===== src/rtl/arb_pkg.sv =====
// Shared types and constants for the round-robin grant arbiter.
package arb_pkg;

    localparam int unsigned NUM_REQ = 4;
    localparam int unsigned ID_W    = 2;

    typedef enum logic [1:0] {
        IDLE    = 2'd0,
        GRANT   = 2'd1,
        RELEASE = 2'd2
    } arb_state_e;

    // First set request bit searching upward from last+1, wrapping around.
    // Returns last unchanged when no request is set.
    function automatic logic [ID_W-1:0] rr_pick(input logic [NUM_REQ-1:0] req,
                                                input logic [ID_W-1:0]    last);
        logic [ID_W-1:0] idx;
        logic            found;
        rr_pick = last;
        found   = 1'b0;
        for (int unsigned k = 1; k <= NUM_REQ; k++) begin
            idx = ID_W'(32'(last) + k);
            if (!found && req[idx]) begin
                rr_pick = idx;
                found   = 1'b1;
            end
        end
    endfunction

endpackage


===== src/rtl/rr_grant_arbiter_if.sv =====
// Request/grant bundle between requesters (master) and the arbiter (slave).
interface rr_grant_arbiter_if;
    import arb_pkg::*;

    logic [NUM_REQ-1:0] req;
    logic [NUM_REQ-1:0] done;
    logic [NUM_REQ-1:0] gnt;
    logic [ID_W-1:0]    gnt_id;
    logic               busy;
    logic               timeout;

    modport master (
        output req, done,
        input  gnt, gnt_id, busy, timeout
    );

    modport slave (
        input  req, done,
        output gnt, gnt_id, busy, timeout
    );

endinterface


===== src/rtl/grant_dec2to4.sv =====
// Enabled 2:4 one-hot decoder: turns the grant index into the grant vector.
module grant_dec2to4
    import arb_pkg::*;
(
    input  logic [ID_W-1:0]    in_i,
    input  logic               en_i,
    output logic [NUM_REQ-1:0] out_o
);

    // One-hot decode, all-zero when disabled
    always_comb begin
        out_o = '0;
        if (en_i) begin
            out_o[in_i] = 1'b1;
        end
    end

endmodule


===== src/rtl/rr_grant_arbiter.sv =====
// Four-way round-robin grant arbiter with IDLE/GRANT/RELEASE FSM.
// The visible outputs (gnt, gnt_id, busy, timeout) are registered one cycle
// behind the FSM, so a request seen at edge n shows as a grant after edge n+1.
// Optional hold timeout is built only when ARB_TIMEOUT_EN is defined.
module rr_grant_arbiter
    import arb_pkg::*;
#(
    parameter int unsigned HOLD_MAX = 15
) (
    input logic               clk,
    input logic               rst_n,
    rr_grant_arbiter_if.slave arb
);

    arb_state_e      state_q, state_d;
    logic [ID_W-1:0] last_id_q, last_id_d;
    logic [ID_W-1:0] gnt_id_q;
    logic            busy_q;
    logic            any_req;
    logic            rel_now;
    logic            hold_hit;

    assign any_req = |arb.req;
    // Normal release: owner signals done or withdraws its request
    assign rel_now = arb.done[last_id_q] | ~arb.req[last_id_q];

`ifdef ARB_TIMEOUT_EN
    logic [7:0] hold_q, hold_d;
    logic       forced_q;
    logic       timeout_q;

    // Hit on the GRANT cycle whose increment would reach HOLD_MAX
    assign hold_hit = (state_q == GRANT) && ((hold_q + 8'd1) == 8'(HOLD_MAX));

    // Hold counter runs only in GRANT and sits at zero otherwise
    always_comb begin
        hold_d = 8'd0;
        if (state_q == GRANT) begin
            hold_d = hold_q + 8'd1;
        end
    end

    // Hold counter and timeout pulse, delayed to line up with visible RELEASE
    always_ff @(posedge clk or negedge rst_n) begin
        if (!rst_n) begin
            hold_q    <= 8'd0;
            forced_q  <= 1'b0;
            timeout_q <= 1'b0;
        end else begin
            hold_q    <= hold_d;
            forced_q  <= hold_hit & ~rel_now;
            timeout_q <= forced_q;
        end
    end

    assign arb.timeout = timeout_q;
`else
    logic [7:0] unused_hold_max;

    assign unused_hold_max = 8'(HOLD_MAX);
    assign hold_hit        = 1'b0;
    assign arb.timeout     = 1'b0;
`endif

    // Next-state and winner selection
    always_comb begin
        state_d   = state_q;
        last_id_d = last_id_q;
        unique case (state_q)
            IDLE, RELEASE: begin
                if (any_req) begin
                    state_d   = GRANT;
                    last_id_d = rr_pick(arb.req, last_id_q);
                end else begin
                    state_d = IDLE;
                end
            end
            GRANT: begin
                if (rel_now || hold_hit) begin
                    state_d = RELEASE;
                end
            end
            default: state_d = IDLE;
        endcase
    end

    // FSM state plus the registered output view, one cycle behind
    always_ff @(posedge clk or negedge rst_n) begin
        if (!rst_n) begin
            state_q   <= IDLE;
            last_id_q <= ID_W'(NUM_REQ - 1);
            gnt_id_q  <= '0;
            busy_q    <= 1'b0;
        end else begin
            state_q   <= state_d;
            last_id_q <= last_id_d;
            busy_q    <= (state_q == GRANT);
            if (state_q == GRANT) begin
                gnt_id_q <= last_id_q;
            end
        end
    end

    assign arb.gnt_id = gnt_id_q;
    assign arb.busy   = busy_q;

    grant_dec2to4 u_dec (
        .in_i  (gnt_id_q),
        .en_i  (busy_q),
        .out_o (arb.gnt)
    );

endmodule

===== src/flat_wrapper.sv =====
// flat-port wrapper written by rule: the top's interface ports become plain ports
module rr_grant_arbiter_flat import arb_pkg::*;
#(
    parameter int unsigned HOLD_MAX = 15
)
  (clk, rst_n, arb_req, arb_done, arb_gnt, arb_gnt_id, arb_busy, arb_timeout);
  rr_grant_arbiter_if arb_i ();
  input logic clk;
  input logic rst_n;
  input wire logic [$bits(arb_i.req)-1:0] arb_req;
  input wire logic [$bits(arb_i.done)-1:0] arb_done;
  output wire logic [$bits(arb_i.gnt)-1:0] arb_gnt;
  output wire logic [$bits(arb_i.gnt_id)-1:0] arb_gnt_id;
  output wire logic [$bits(arb_i.busy)-1:0] arb_busy;
  output wire logic [$bits(arb_i.timeout)-1:0] arb_timeout;
  assign arb_i.req = arb_req;
  assign arb_i.done = arb_done;
  assign arb_gnt = arb_i.gnt;
  assign arb_gnt_id = arb_i.gnt_id;
  assign arb_busy = arb_i.busy;
  assign arb_timeout = arb_i.timeout;
  rr_grant_arbiter #(.HOLD_MAX(HOLD_MAX)) u_core (.clk(clk), .rst_n(rst_n), .arb(arb_i));
endmodule

===== config.mk =====
export PLATFORM = sky130hd
export DESIGN_NAME = rr_grant_arbiter_flat
export DESIGN_NICKNAME = d
export VERILOG_FILES = /design/src/rtl/arb_pkg.sv /design/src/rtl/rr_grant_arbiter_if.sv /design/src/rtl/grant_dec2to4.sv /design/src/rtl/rr_grant_arbiter.sv /design/src/flat_wrapper.sv
export SDC_FILE = /design/constraint.sdc
export NUM_CORES = 1
export LEC_CHECK = 0
export BUFFER_PORTS_ARGS = -buffer_cell sky130_fd_sc_hd__buf_2
export CORE_MARGIN = 1.5
export CORE_UTILIZATION = 30
export CTS_CLUSTER_SIZE = 14
export DETAILED_ROUTE_END_ITERATION = 8
export PLACE_DENSITY_LB_ADDON = 0.2
export RECOVER_POWER = 25
export SLEW_MARGIN = 20
export SYNTH_ARGS = -nofsm -noshare
export SYNTH_HDL_FRONTEND = slang
export SYNTH_SLANG_ARGS = --single-unit

===== constraint.sdc =====
create_clock -name clk -period 3.5 [get_ports clk]
set_input_delay 0.175 -clock clk [delete_from_list [all_inputs] [get_ports clk]]
set_output_delay 0.175 -clock clk [all_outputs]
set_load 0.005 [all_outputs]

Word level (Yosys, flattened, before mapping)
Index checks and enable logic that the tools add are counted.
{ "classes": {"addsub": 4, "n_eq_ne": 3, "n_bitwise": 2, "magnitude_cmp": 7, "n_mux": 31, "reduce_logical": 12} }
{ "op_table": {"columns": ["cell", "count"], "rows": [
  ["< comparator 2 x 3 -> 1 bit, second input constant", 6],
  ["two-way mux 1 bit", 17],
  ["binary-select mux 1 bit (select 2 bit)", 6],
  ["two-way mux 2 bit", 5],
  ["adder 2 x 1 -> 2 bit, second input constant", 2],
  ["adder 2 bit, second input constant", 2],
  ["logical AND 1 bit", 4],
  ["two-way mux 4 bit", 1],
  ["case mux 2 bit (2 select lines)", 1],
  ["nonzero test 4 bit", 1],
  ["OR reduction 4 bit", 1],
  ["zero test 1 bit", 3],
  ["AND reduction 3 bit", 1],
  ["demux 1 bit (select 2 bit)", 1],
  ["equality test 2 x 1 -> 1 bit, second input constant", 1],
  ["equality test 2 bit, second input constant", 1],
  ["greater-or-equal comparator 2 x 1 -> 1 bit, second input constant", 1],
  ["zero test 2 bit", 1],
  ["!= test 2 x 1 -> 1 bit, second input constant", 1],
  ["OR reduction 2 bit", 1],
  ["NOT 1 bit", 1],
  ["bitwise OR 1 bit", 1]
]} }
{ "word_totals": {"out_inout_bits": 8, "reg_bits": 7} }

Depth between registers and ports, before layout
Gate-level depths: netlist of the first run.
{ "logic_depth": {"ltp_word": 20, "mapped_depth": 6} }

Cells and area by module
From an unflattened synthesis of the first run, not the netlist that was laid out.
{ "unflattened": {"hier_cells": 58, "area_unflattened_um2": 560.5} }
{ "modules_own_cells": {"columns": ["mod", "area_per_inst_um2", "seq_area_each_um2", "cells_per_inst", "instances"], "rows": [
  ["rr_grant_arbiter", 523.0, 177.7, 54, 1],
  ["grant_dec2to4", 37.5, 0.0, 4, 1]
]} }

Worst setup path before layout of the first run
OpenSTA, ideal clock, no wires.
{ "synth_timing": {"path_kind": "register to register", "startpoint": "reg u_core.last_id_q[1]", "endpoint": "reg u_core.last_id_q[1]", "path_stages_with_launch": 6, "setup_ns": 0.075, "period_less_slack_ns": 1.483, "arrival_time_ns": 1.407, "n_path_buf": 0, "required_ns": 3.425, "path_slack_ns": 2.017, "path_cell_list": "dfstp_2 -> mux2_2 -> nor4b_2 -> nor4_2 -> o311ai_1 -> xnor2_1"} }
{ "synth_via": {"elab_chain_cells": 20, "elab_cells_between_ends": 33} }
{ "synth_rtl": {"columns": ["item", "line_no", "text"], "rows": [
  ["from (decl)", "rr_grant_arbiter.sv:16", "logic [ID_W-1:0] last_id_q, last_id_d;"],
  ["from (signal assigned)", "rr_grant_arbiter.sv:91", "last_id_q <= ID_W'(NUM_REQ - 1);"],
  ["from (signal assigned)", "rr_grant_arbiter.sv:96", "last_id_q <= last_id_d;"],
  ["adder 2 x 1 -> 2 bit", "arb_pkg.sv:22", "idx = ID_W'(32'(last) + k);"],
  ["binary-select mux 1 bit (select 2 bit)", "arb_pkg.sv:23", "if (!found && req[idx]) begin"],
  ["two-way mux 1 bit (not written as such)", "arb_pkg.sv:23", null],
  ["two-way mux 1 bit", "arb_pkg.sv:23", null],
  ["two-way mux 1 bit", "rr_grant_arbiter.sv:71", "if (any_req) begin"],
  ["two-way mux 1 bit", "rr_grant_arbiter.sv:69", "unique case (state_q)"],
  ["zero test 1 bit", "arb_pkg.sv:23", null],
  ["logical AND 1 bit", "arb_pkg.sv:23", null],
  ["[... 4 more ...]", null, null],
  ["logical AND 1 bit", "arb_pkg.sv:23", null],
  ["two-way mux 1 bit", "arb_pkg.sv:23", null],
  ["two-way mux 1 bit", "rr_grant_arbiter.sv:71", null],
  ["two-way mux 1 bit", "rr_grant_arbiter.sv:69", null],
  ["zero test 1 bit", "arb_pkg.sv:23", null],
  ["logical AND 1 bit", "arb_pkg.sv:23", null],
  ["nonzero test 4 bit (no source line)", null, null],
  ["AND reduction 3 bit (no source line)", null, null]
]} }
Parallel ways exist; a longest one is shown, timed or not. The select of a mux whose other input is x is not followed.
A chain may end at the register's enable or synchronous reset.

Worst setup path in the final report of the first run
Same ends and word-level chain as after synthesis.

==> out/metrics.yaml, run 1 <==
place:
  io_buffer_count: 16
  dp_hpwl_um: 740.1
  last_weighted_congestion_value_of_the_routability_driven_placer: 0.8070
  dp.cells: 89
  place_area_um2: 598.1
floorplanning:
  floorplan.core_area_um2: 1708
  boundaryPins: 18
  placement_rows: 15
  floorplan.initialDensity_pct: 31.79
  floorplan.die_area_um2: 2074
  dieHeight_um: 45.55
  die_w_um: 45.55
clock_network:
  postCtsSetupRepairBufs: 0
  clock_path_buffers: 2
  tritoncts_num_sinks: 7
  clkSlewWorstSetupHoldPaths_ns: 0.05
  clock_tree.htree_level_count: 1
  worst_skew_pair.late_latency_ns: 0.24
  cts_made_buffers: 3
  cts_resized: 0
  root_buffer: "clkbuf_4"
  tritoncts: "done"
  cts_hold_repair.buffers: 1
critical_path:
  critPathKind: "reg -> reg"
  cpPeakStageDelay_ns: 0.68
  critical_path_required_ns: 3.67
  setup.worst_path.start: "u_core.last_id_q[1]$_DFFE_PN1P_"
  critPathLaunchType: "register"
  ff2ff_path_depth: 5
  worst_path_max_delay_cell: "dfstp_2"
  worst_r2r_startpoint: "u_core.last_id_q[1]$_DFFE_PN1P_"
  critical_path.endpoint_type: "register"
  worstPathMaxFanout: 14
  cell_chain_of_the_critical_path: "mux2_2 -> nor4b_2 -> nor4_2 -> o311ai_1 -> xnor2_1"
  worst-endpoint-arrival_ns: 1.88
min_path:
  timing.hold.worst.class: "in -> reg"
  whs_path_depth: 4
  hp-start: "arb_done[0]"
route:
  drt.antenna.violating_nets: 0
  dr.pass1.iters: 2
  avgRoutedWirePerCell_um: 10.71
  initialDrtViolationCount: 1
  finalWirelength_um: 1007
  vias_per_cell: 4.787
  remaining_drc_errors: 0
  detailroute.via_count: 450
finish:
  mostFrequentLayoutCell: "buf_2"
  antennaDiodeCount: 0
  final_cell_mix: "buf_2 (15), nor2_1 (5), dfrtp_1 (5)"
  seqCellArea_um2: 177.7
  area_of_the_multi_input_gates_um2: 305.3
  fillerInstances: 192
  nNetsFinal: 80
  fin_area_um2: 633.1
  final_cell_count_no_fill: 94
  flow.area_growth_from_synthesis_pct: 16.59
  drive_above_1_share_pct: 40.58
synth:
  post_synth_inst_count: 54
  ys_types: 33
  mappedNetlistNets: 64
  synth.yosys.warnings: 0
  mean_area_per_synthesized_cell_um2: 10.06
  mappedNetlistArea_um2: 543.0
  yosys_register_bits: 7
  synth_seq_area_share_pct: 32.72
timing:
  number_of_max_slew_violations_in_the_final_report: 0
  period_minus_slack_ns: 1.716
  rsz0062_at_grt: "no"
  timing.clock.skew_ns: 0.001779
  hold_viol: 0
  fin_tns_setup_ns: 0
  period_share_pct: 49.03
  report.final.setup_viol: 0
  max_freq_mhz: 582.8
  finalHoldWorstSlack_ns: 0.2523
global_route:
  first_global_vias: 372
  grtUsageTotal_pct: 10.58
  grt_first_pass_wirelength_um: 1587
  antenna_found_initial: 0
  grt_max_degree: 15
  global_route.overflow_total: 0
pwr:
  power.density_cell_area_nw_per_um2: 768.4
  worst_ir_drop_vdd_v: 0.0002776
  leakage_nw: 0.2598
outcome:
  outcome: "completed"
job:
  maxCapViolations: 0
synthesized netlist by cell type, drive strengths merged:
cell type	n	area (µm²)
mux4	1	22.52
nor4b	3	32.53
nor2	5	18.77
conb	1	3.750
a311oi	1	8.760
nand3	1	5.000
inv	1	3.750
o311ai	1	8.760
dfrtp	5	125.1
mux2	3	33.78
dfstp	2	52.55
nor3b	2	15.01
xnor2	2	17.52
mux2i	1	10.01
nor3	1	5.000
buf	6	56.30
nand3b	1	7.510
o311a	1	10.01
nor4	2	18.77
a21oi	1	5.000
and2	1	6.260
nand2	3	11.26
o21ai	2	10.00
and3	1	6.260
a2111oi	1	15.01
nor2b	3	21.27
nand2b	1	6.260
nand4	1	6.260
power breakdown:
part	internal [mW]	leakage, nW	switching, mW
Sequential	0.135	0.0809	0.0733
Clock	0.0433	0.0150	0.0263
Combinational	0.127	0.164	0.0815
cell families (layout without fill, tap and decap cells):
logic type / after synthesis / after routing / synth area share (%)
AO/OA/AOI/OAI: 7 / 7 / 10.60
flip-flops: 7 / 7 / 32.72
other: 1 / 1 / 0.6906
AND/OR/NAND/NOR: 25 / 25 / 29.49
XOR/XNOR: 2 / 2 / 3.226
buffers and inverters: 7 / 22 / 11.06
multiplexers: 5 / 5 / 12.21
sequential cells by signal, summed over array words and instances, names as in the netlist:
name / count
u_core.arb.gnt_id: 2
u_core.state_q: 2
u_core.arb.busy: 1
u_core.last_id_q: 2
through the flow:
stage / total power [mW] / setup slack [ns] / util (%)
floorplan: 0.3687 / 2.017 / -
global placement: 0.4173 / 1.827 / 35.02
detailed placement: 0.4206 / 1.787 / 35.02
CTS: 0.4942 / 1.771 / 37.14
global route: 0.5299 / 1.685 / 37.07
finish: 0.4865 / 1.784 / 37.07
final timing paths:
| path | to | slack, ns |
|---|---|---|
| worst max-delay path | u_core.last_id_q[1]$_DFFE_PN1P_ | 1.78 |
| worst min-delay path | u_core.state_q[0]$_DFFE_PN0P_ | 0.25 |
| worst max register to register | u_core.last_id_q[1]$_DFFE_PN1P_ | 1.78 |
| worst min register to register | u_core.arb.busy$_DFF_PN0_ | 0.47 |
| max in group asynchronous | u_core.last_id_q[0]$_DFFE_PN1P_ | 2.84 |
| min in group asynchronous | u_core.arb.gnt_id[0]$_DFFE_PN0P_ | 0.35 |
worst max-delay path: cells and delay by family (launching register included):
kind            cells  cell delay (ns)
compound gates      1             0.10
xor+xnor            1             0.16
flops               1             0.68
mux                 1             0.38
simple gates        2             0.31
final cells by class:
type | count | area share (%)
timing repair buffer | 17 | 14.03
tap | 25 | 4.941
inverter | 1 | 0.5929
clock buffer | 4 | 4.150
multi-input combinational | 40 | 48.22
sequential | 7 | 28.06
metal layers:
layer  track usage, %  share of wire (%)
met2            16.62                 51
met3            2.381                4.1
met4            5.294                  0
met5                0                  0
met1            13.51                 44
No activity file was read; power rests on OpenSTA's default activity.
==> run 2: changes to the inputs <==
- clock period: 3.5 -> 1.8 ns (I/O delays scaled with it)
==> run 2 against run 1 <==
  * Sequential power grew 86%
  * Final cell count increased by 1.1%
  * Clock-buffer cell count did not move
  * Register-to-register slack got worse by 1.6 ns
  * Critical path type unchanged
  * Highest routed layer unchanged
==> out/metrics.yaml, run 2 (same netlist as run 1, synthesis figures left out) <==
timing:
  fin_tns_setup_ns: 0
  max_freq_mhz: 604.3
  finalHoldWorstSlack_ns: 0.1719
  period_minus_slack_ns: 1.655
  final.setup.worst_slack_ns: 0.1452
  rsz0062_at_grt: "no"
  period_share_pct: 91.93
  timing.clock.skew_ns: 0.0002688
  report.final.setup_viol: 0
  hold_viol: 0
  number_of_max_slew_violations_in_the_final_report: 0
finish:
  flow.area_growth_from_synthesis_pct: 17.97
  nNetsFinal: 81
  antennaDiodeCount: 0
  fin_area_um2: 640.6
  final_cell_mix: "buf_2 (15), nor2_1 (5), dfrtp_1 (5)"
  drive_above_1_share_pct: 41.43
  mostFrequentLayoutCell: "buf_2"
critical_path:
  critPathLaunchType: "register"
  critical_path_required_ns: 1.97
  r2r-end: "u_core.last_id_q[1]$_DFFE_PN1P_"
  ff2ff_path_depth: 5
  worst-endpoint-arrival_ns: 1.82
  critPathKind: "reg -> reg"
  worst_r2r_startpoint: "u_core.last_id_q[1]$_DFFE_PN1P_"
  critical_path.endpoint_type: "register"
  worstPathMaxFanout: 9
  worst-r2r-setup-slack_ns: 0.15
floorplanning:
  placement_rows: 15
  dieHeight_um: 45.55
  floorplan.initialDensity_pct: 31.79
  floorplan.die_area_um2: 2074
  floorplan.core_area_um2: 1708
  die_w_um: 45.55
  boundaryPins: 18
pwr:
  power.density_cell_area_nw_per_um2: 1503
  power.total_mw: 0.9630
  leakage_nw: 0.2646
  worst_ir_drop_vdd_v: 0.0005218
clock_network:
  root_buffer: "clkbuf_4"
  postCtsSetupRepairBufs: 0
  tritoncts_num_sinks: 7
  clock_tree.htree_level_count: 1
  worst_skew_pair.late_latency_ns: 0.24
  clock_path_buffers: 2
  tritoncts: "done"
  clkSlewWorstSetupHoldPaths_ns: 0.05
  cts_made_buffers: 3
route:
  avgRoutedWirePerCell_um: 10.94
  dr.pass1.iters: 4
  remaining_drc_errors: 0
  detailroute.via_count: 459
  finalWirelength_um: 1039
  vias_per_cell: 4.832
  initialDrtViolationCount: 2
  drt.antenna.violating_nets: 0
global_route:
  grt_max_degree: 12
  global_route.overflow_total: 0
  antenna_found_initial: 0
  grt_first_pass_wirelength_um: 1662
  grtUsageTotal_pct: 11.01
  first_global_vias: 412
min_path:
  hp-start: "arb_done[0]"
  timing.hold.worst.class: "in -> reg"
  whs_path_depth: 4
  min_to: "u_core.state_q[0]$_DFFE_PN0P_"
place:
  io_buffer_count: 16
  last_weighted_congestion_value_of_the_routability_driven_placer: 0.8242
  dp_hpwl_um: 762.9
  pre_cts_ws_ns: 0.1495
  place_area_um2: 605.6
job:
  maxCapViolations: 0
outcome:
  outcome: "completed"
run 2: worst max-delay path by stage:
stage | start | endpoint | slack, ns | depth (start not counted)
6_report | u_core.last_id_q[1]$_DFFE_PN1P_ | u_core.last_id_q[1]$_DFFE_PN1P_ | 0.15 | 5
3_3_place_gp | u_core.last_id_q[1]$_DFFE_PN1P_ | u_core.last_id_q[1]$_DFFE_PN1P_ | 0.20 | 5
4_1_cts | u_core.last_id_q[1]$_DFFE_PN1P_ | u_core.last_id_q[1]$_DFFE_PN1P_ | 0.13 | 5
5_1_grt | u_core.last_id_q[1]$_DFFE_PN1P_ | u_core.last_id_q[1]$_DFFE_PN1P_ | 0.04 | 5
3_5_place_dp | u_core.last_id_q[1]$_DFFE_PN1P_ | u_core.last_id_q[1]$_DFFE_PN1P_ | 0.15 | 5
2_1_floorplan | u_core.last_id_q[1]$_DFFE_PN1P_ | u_core.last_id_q[1]$_DFFE_PN1P_ | 0.32 | 5
run 2: final cells by class:
class	instances	area, µm²
Multi-Input combinational cell	40	305.3
Fill cell	192	1067
Clock buffer	4	26.28
Timing Repair Buffer	18	96.34
Inverter	1	3.754
Sequential cell	7	177.7
Tap cell	25	31.28
run 2: through the flow:
| step | utilization [%] | std cells |
|---|---|---|
| 6_report | 37.51 | 95 |
| 3_5_place_dp | 35.46 | 90 |
| 4_1_cts | 37.58 | 95 |
| 2_1_floorplan | - | 54 |
| 5_1_grt | 37.51 | 95 |
| 3_3_place_gp | 35.46 | 90 |
run 2: report_power, final:
part           total, mW  internal, mW  switching [mW]
Combinational      0.442         0.261           0.181
Clock              0.135        0.0841          0.0510
Sequential         0.386         0.262           0.124
run 2: routing by layer:
metal | vias to the layer above | wire length [µm] | global-route usage [%]
met5 | - | 0 | 0
met4 | 0 | 0 | 5.294
met3 | 0 | 43 | 1.190
met2 | 16 | 498 | 20.28
met1 | 215 | 498 | 12.35
li1 | 228 | - | -
run 2: timing repair:
action                                 in CTS  in global routing
gates resized for setup                     0                  0
endpoints found under the hold margin       7                  0
hold buffers                                1                  0
run 2: critical path: stages, from the launching register on:
cell and delay [ns]:
dfstp_2 0.62, mux2_2 0.36, nor4b_2 0.26, nor4_2 0.08, o311ai_1 0.10, xnor2_1 0.16
==> run 3: changes to the inputs <==
- BUFFER_PORTS_ARGS: -buffer_cell sky130_fd_sc_hd__buf_2 -> default
- DONT_BUFFER_PORTS: default -> 1
==> run 3 against run 2 <==
  * Core utilization down 4.2 points
  * Design area down 11%
  * Worst hold slack worse by 0.14 ns
  * Flip-flop and latch count unchanged
  * Final cell count down 16%
  * Worst setup slack better by 0.053 ns
  * Clock power up 5%
  * Global-route usage up 0.15 points
  * Critical path depth up 1
  * Routed wire length down 3.7%
  * Combinational power down 10%
  * Largest cell class unchanged
  * Largest power group unchanged
==> out/metrics.yaml, run 3 (same netlist as run 1, synthesis figures left out) <==
critical_path:
  cpPeakStageDelay_ns: 0.57
  critical_path_required_ns: 1.97
  ff2ff_path_depth: 6
  worst_path_max_delay_cell: "dfstp_2"
  critical_path.endpoint_type: "register"
  critPathKind: "reg -> reg"
  worst-r2r-setup-slack_ns: 0.20
  r2r-end: "u_core.last_id_q[1]$_DFFE_PN1P_"
  worst-endpoint-arrival_ns: 1.77
  worst_r2r_startpoint: "u_core.last_id_q[1]$_DFFE_PN1P_"
  critPathLaunchType: "register"
  worstPathMaxFanout: 5
  cell_chain_of_the_critical_path: "buf_4 -> nor2_1 -> nor4b_1 -> nor4_2 -> o311ai_1 -> xnor2_1"
finish:
  nNetsFinal: 66
  drive_above_1_share_pct: 27.27
  final_cell_mix: "nor2_1 (5), dfrtp_1 (5), nand2_1 (3), mux2_2 (3), clkbuf_4 (3)"
  flow.area_growth_from_synthesis_pct: 4.839
  fin_util_pct: 33.33
  antennaDiodeCount: 0
floorplanning:
  placement_rows: 15
  die_w_um: 45.55
  floorplan.initialDensity_pct: 31.79
  boundaryPins: 18
  floorplan.core_area_um2: 1708
  dieHeight_um: 45.55
  floorplan.die_area_um2: 2074
timing:
  rsz0062_at_grt: "no"
  number_of_max_slew_violations_in_the_final_report: 0
  max_freq_mhz: 624.4
  period_share_pct: 88.97
  hold_viol: 0
  fin_tns_setup_ns: 0
  period_minus_slack_ns: 1.601
  report.final.setup_viol: 0
  final.setup.worst_slack_ns: 0.1986
  timing.clock.skew_ns: 0.001006
clock_network:
  root_buffer: "clkbuf_4"
  cts_made_buffers: 3
  clkSlewWorstSetupHoldPaths_ns: 0.05
  clock_path_buffers: 2
  tritoncts_num_sinks: 7
  postCtsSetupRepairBufs: 0
  worst_skew_pair.late_latency_ns: 0.24
  clock_tree.htree_level_count: 1
  tritoncts: "done"
  cts_resized: 0
route:
  avgRoutedWirePerCell_um: 12.51
  detailroute.via_count: 401
  finalWirelength_um: 1001
  vias_per_cell: 5.013
  drt.antenna.violating_nets: 0
  dr.pass1.iters: 2
  initialDrtViolationCount: 1
  remaining_drc_errors: 0
place:
  pre_cts_ws_ns: 0.2145
  io_buffer_count: 0
  dp_hpwl_um: 723.2
  last_weighted_congestion_value_of_the_routability_driven_placer: 0.6360
pwr:
  leakage_nw: 0.2032
  worst_ir_drop_vdd_v: 0.0005119
  power.density_cell_area_nw_per_um2: 1612
outcome:
  outcome: "completed"
min_path:
  whs_path_depth: 2
  min_to: "u_core.state_q[0]$_DFFE_PN0P_"
  hp-start: "arb_req[2]"
  timing.hold.worst.class: "in -> reg"
global_route:
  first_global_vias: 376
  antenna_found_initial: 0
  grt_first_pass_wirelength_um: 1662
  grtUsageTotal_pct: 11.16
  grt_max_degree: 12
  global_route.overflow_total: 0
job:
  maxCapViolations: 0
-- run 3: cell count changes in the layout (fill, tap and decap cells not counted) --
cell,before,now
buf_4,1,2
buf_2,15,0
clkbuf_1,2,1
-- run 3: routing by layer --
metal  GRT usage, %  up-vias  routed length, µm
li1               -      195                  -
met1          15.72      192                474
met2          15.77       14                482
met3          1.587        0                 44
met4          7.059        0                  0
met5              0        -                  0
-- run 3: repair_timing --
action | CTS | global route
hold buffers | 1 | 0
setup endpoints to repair | 0 | 0
endpoints found under the hold margin | 7 | 0
-- run 3: area by class of cell --
| type | count | area (µm²) |
|---|---|---|
| inverter | 1 | 3.754 |
| sequential | 7 | 177.7 |
| timing repair buffer | 3 | 25.02 |
| clock buffer | 4 | 26.28 |
| multi-input combinational | 40 | 305.3 |
| tap | 25 | 31.28 |
| fill | 181 | 1139 |
-- run 3: worst max-delay path, delay by kind of cell, from the launching register on --
family / cells / cell delay [ns]
buffers and inverters: 1 / 0.15
DFF: 1 / 0.57
xor gates and xnor gates: 1 / 0.16
and+or+nand+nor: 3 / 0.48
AOI/OAI and AO/OA: 1 / 0.17
-- run 3: stage by stage --
| stage | power (mW) | cell area, µm² | hold WS (ns) | cells |
|---|---|---|---|---|
| after CTS | 0.9273 | 569.3 | 0.02507 | 80 |
| after floorplan | 0.7170 | 543.0 | -0.2056 | 54 |
| after detailed placement | 0.7784 | 533.0 | -0.2055 | 75 |
| final | 0.9177 | 569.3 | 0.02974 | 80 |
| after global placement | 0.7774 | 533.0 | -0.2055 | 75 |
| after global routing | 0.9964 | 569.3 | 0.08115 | 80 |
-- run 3: how the worst max path moves through the flow --
stage / from / endpoint / cells after the start
global placement: u_core.last_id_q[0]$_DFFE_PN1P_ / u_core.last_id_q[1]$_DFFE_PN1P_ / 5
finish: u_core.last_id_q[1]$_DFFE_PN1P_ / u_core.last_id_q[1]$_DFFE_PN1P_ / 6
detailed placement: u_core.last_id_q[1]$_DFFE_PN1P_ / u_core.last_id_q[1]$_DFFE_PN1P_ / 6
floorplan: u_core.last_id_q[1]$_DFFE_PN1P_ / u_core.last_id_q[1]$_DFFE_PN1P_ / 5
global route: u_core.last_id_q[1]$_DFFE_PN1P_ / u_core.last_id_q[1]$_DFFE_PN1P_ / 6
CTS: u_core.last_id_q[1]$_DFFE_PN1P_ / u_core.last_id_q[1]$_DFFE_PN1P_ / 6
-- run 3: power by group --
group	switching, mW	internal (mW)
Clock	0.0572	0.0846
Combinational	0.165	0.232
Sequential	0.118	0.261
Total	0.340	0.577
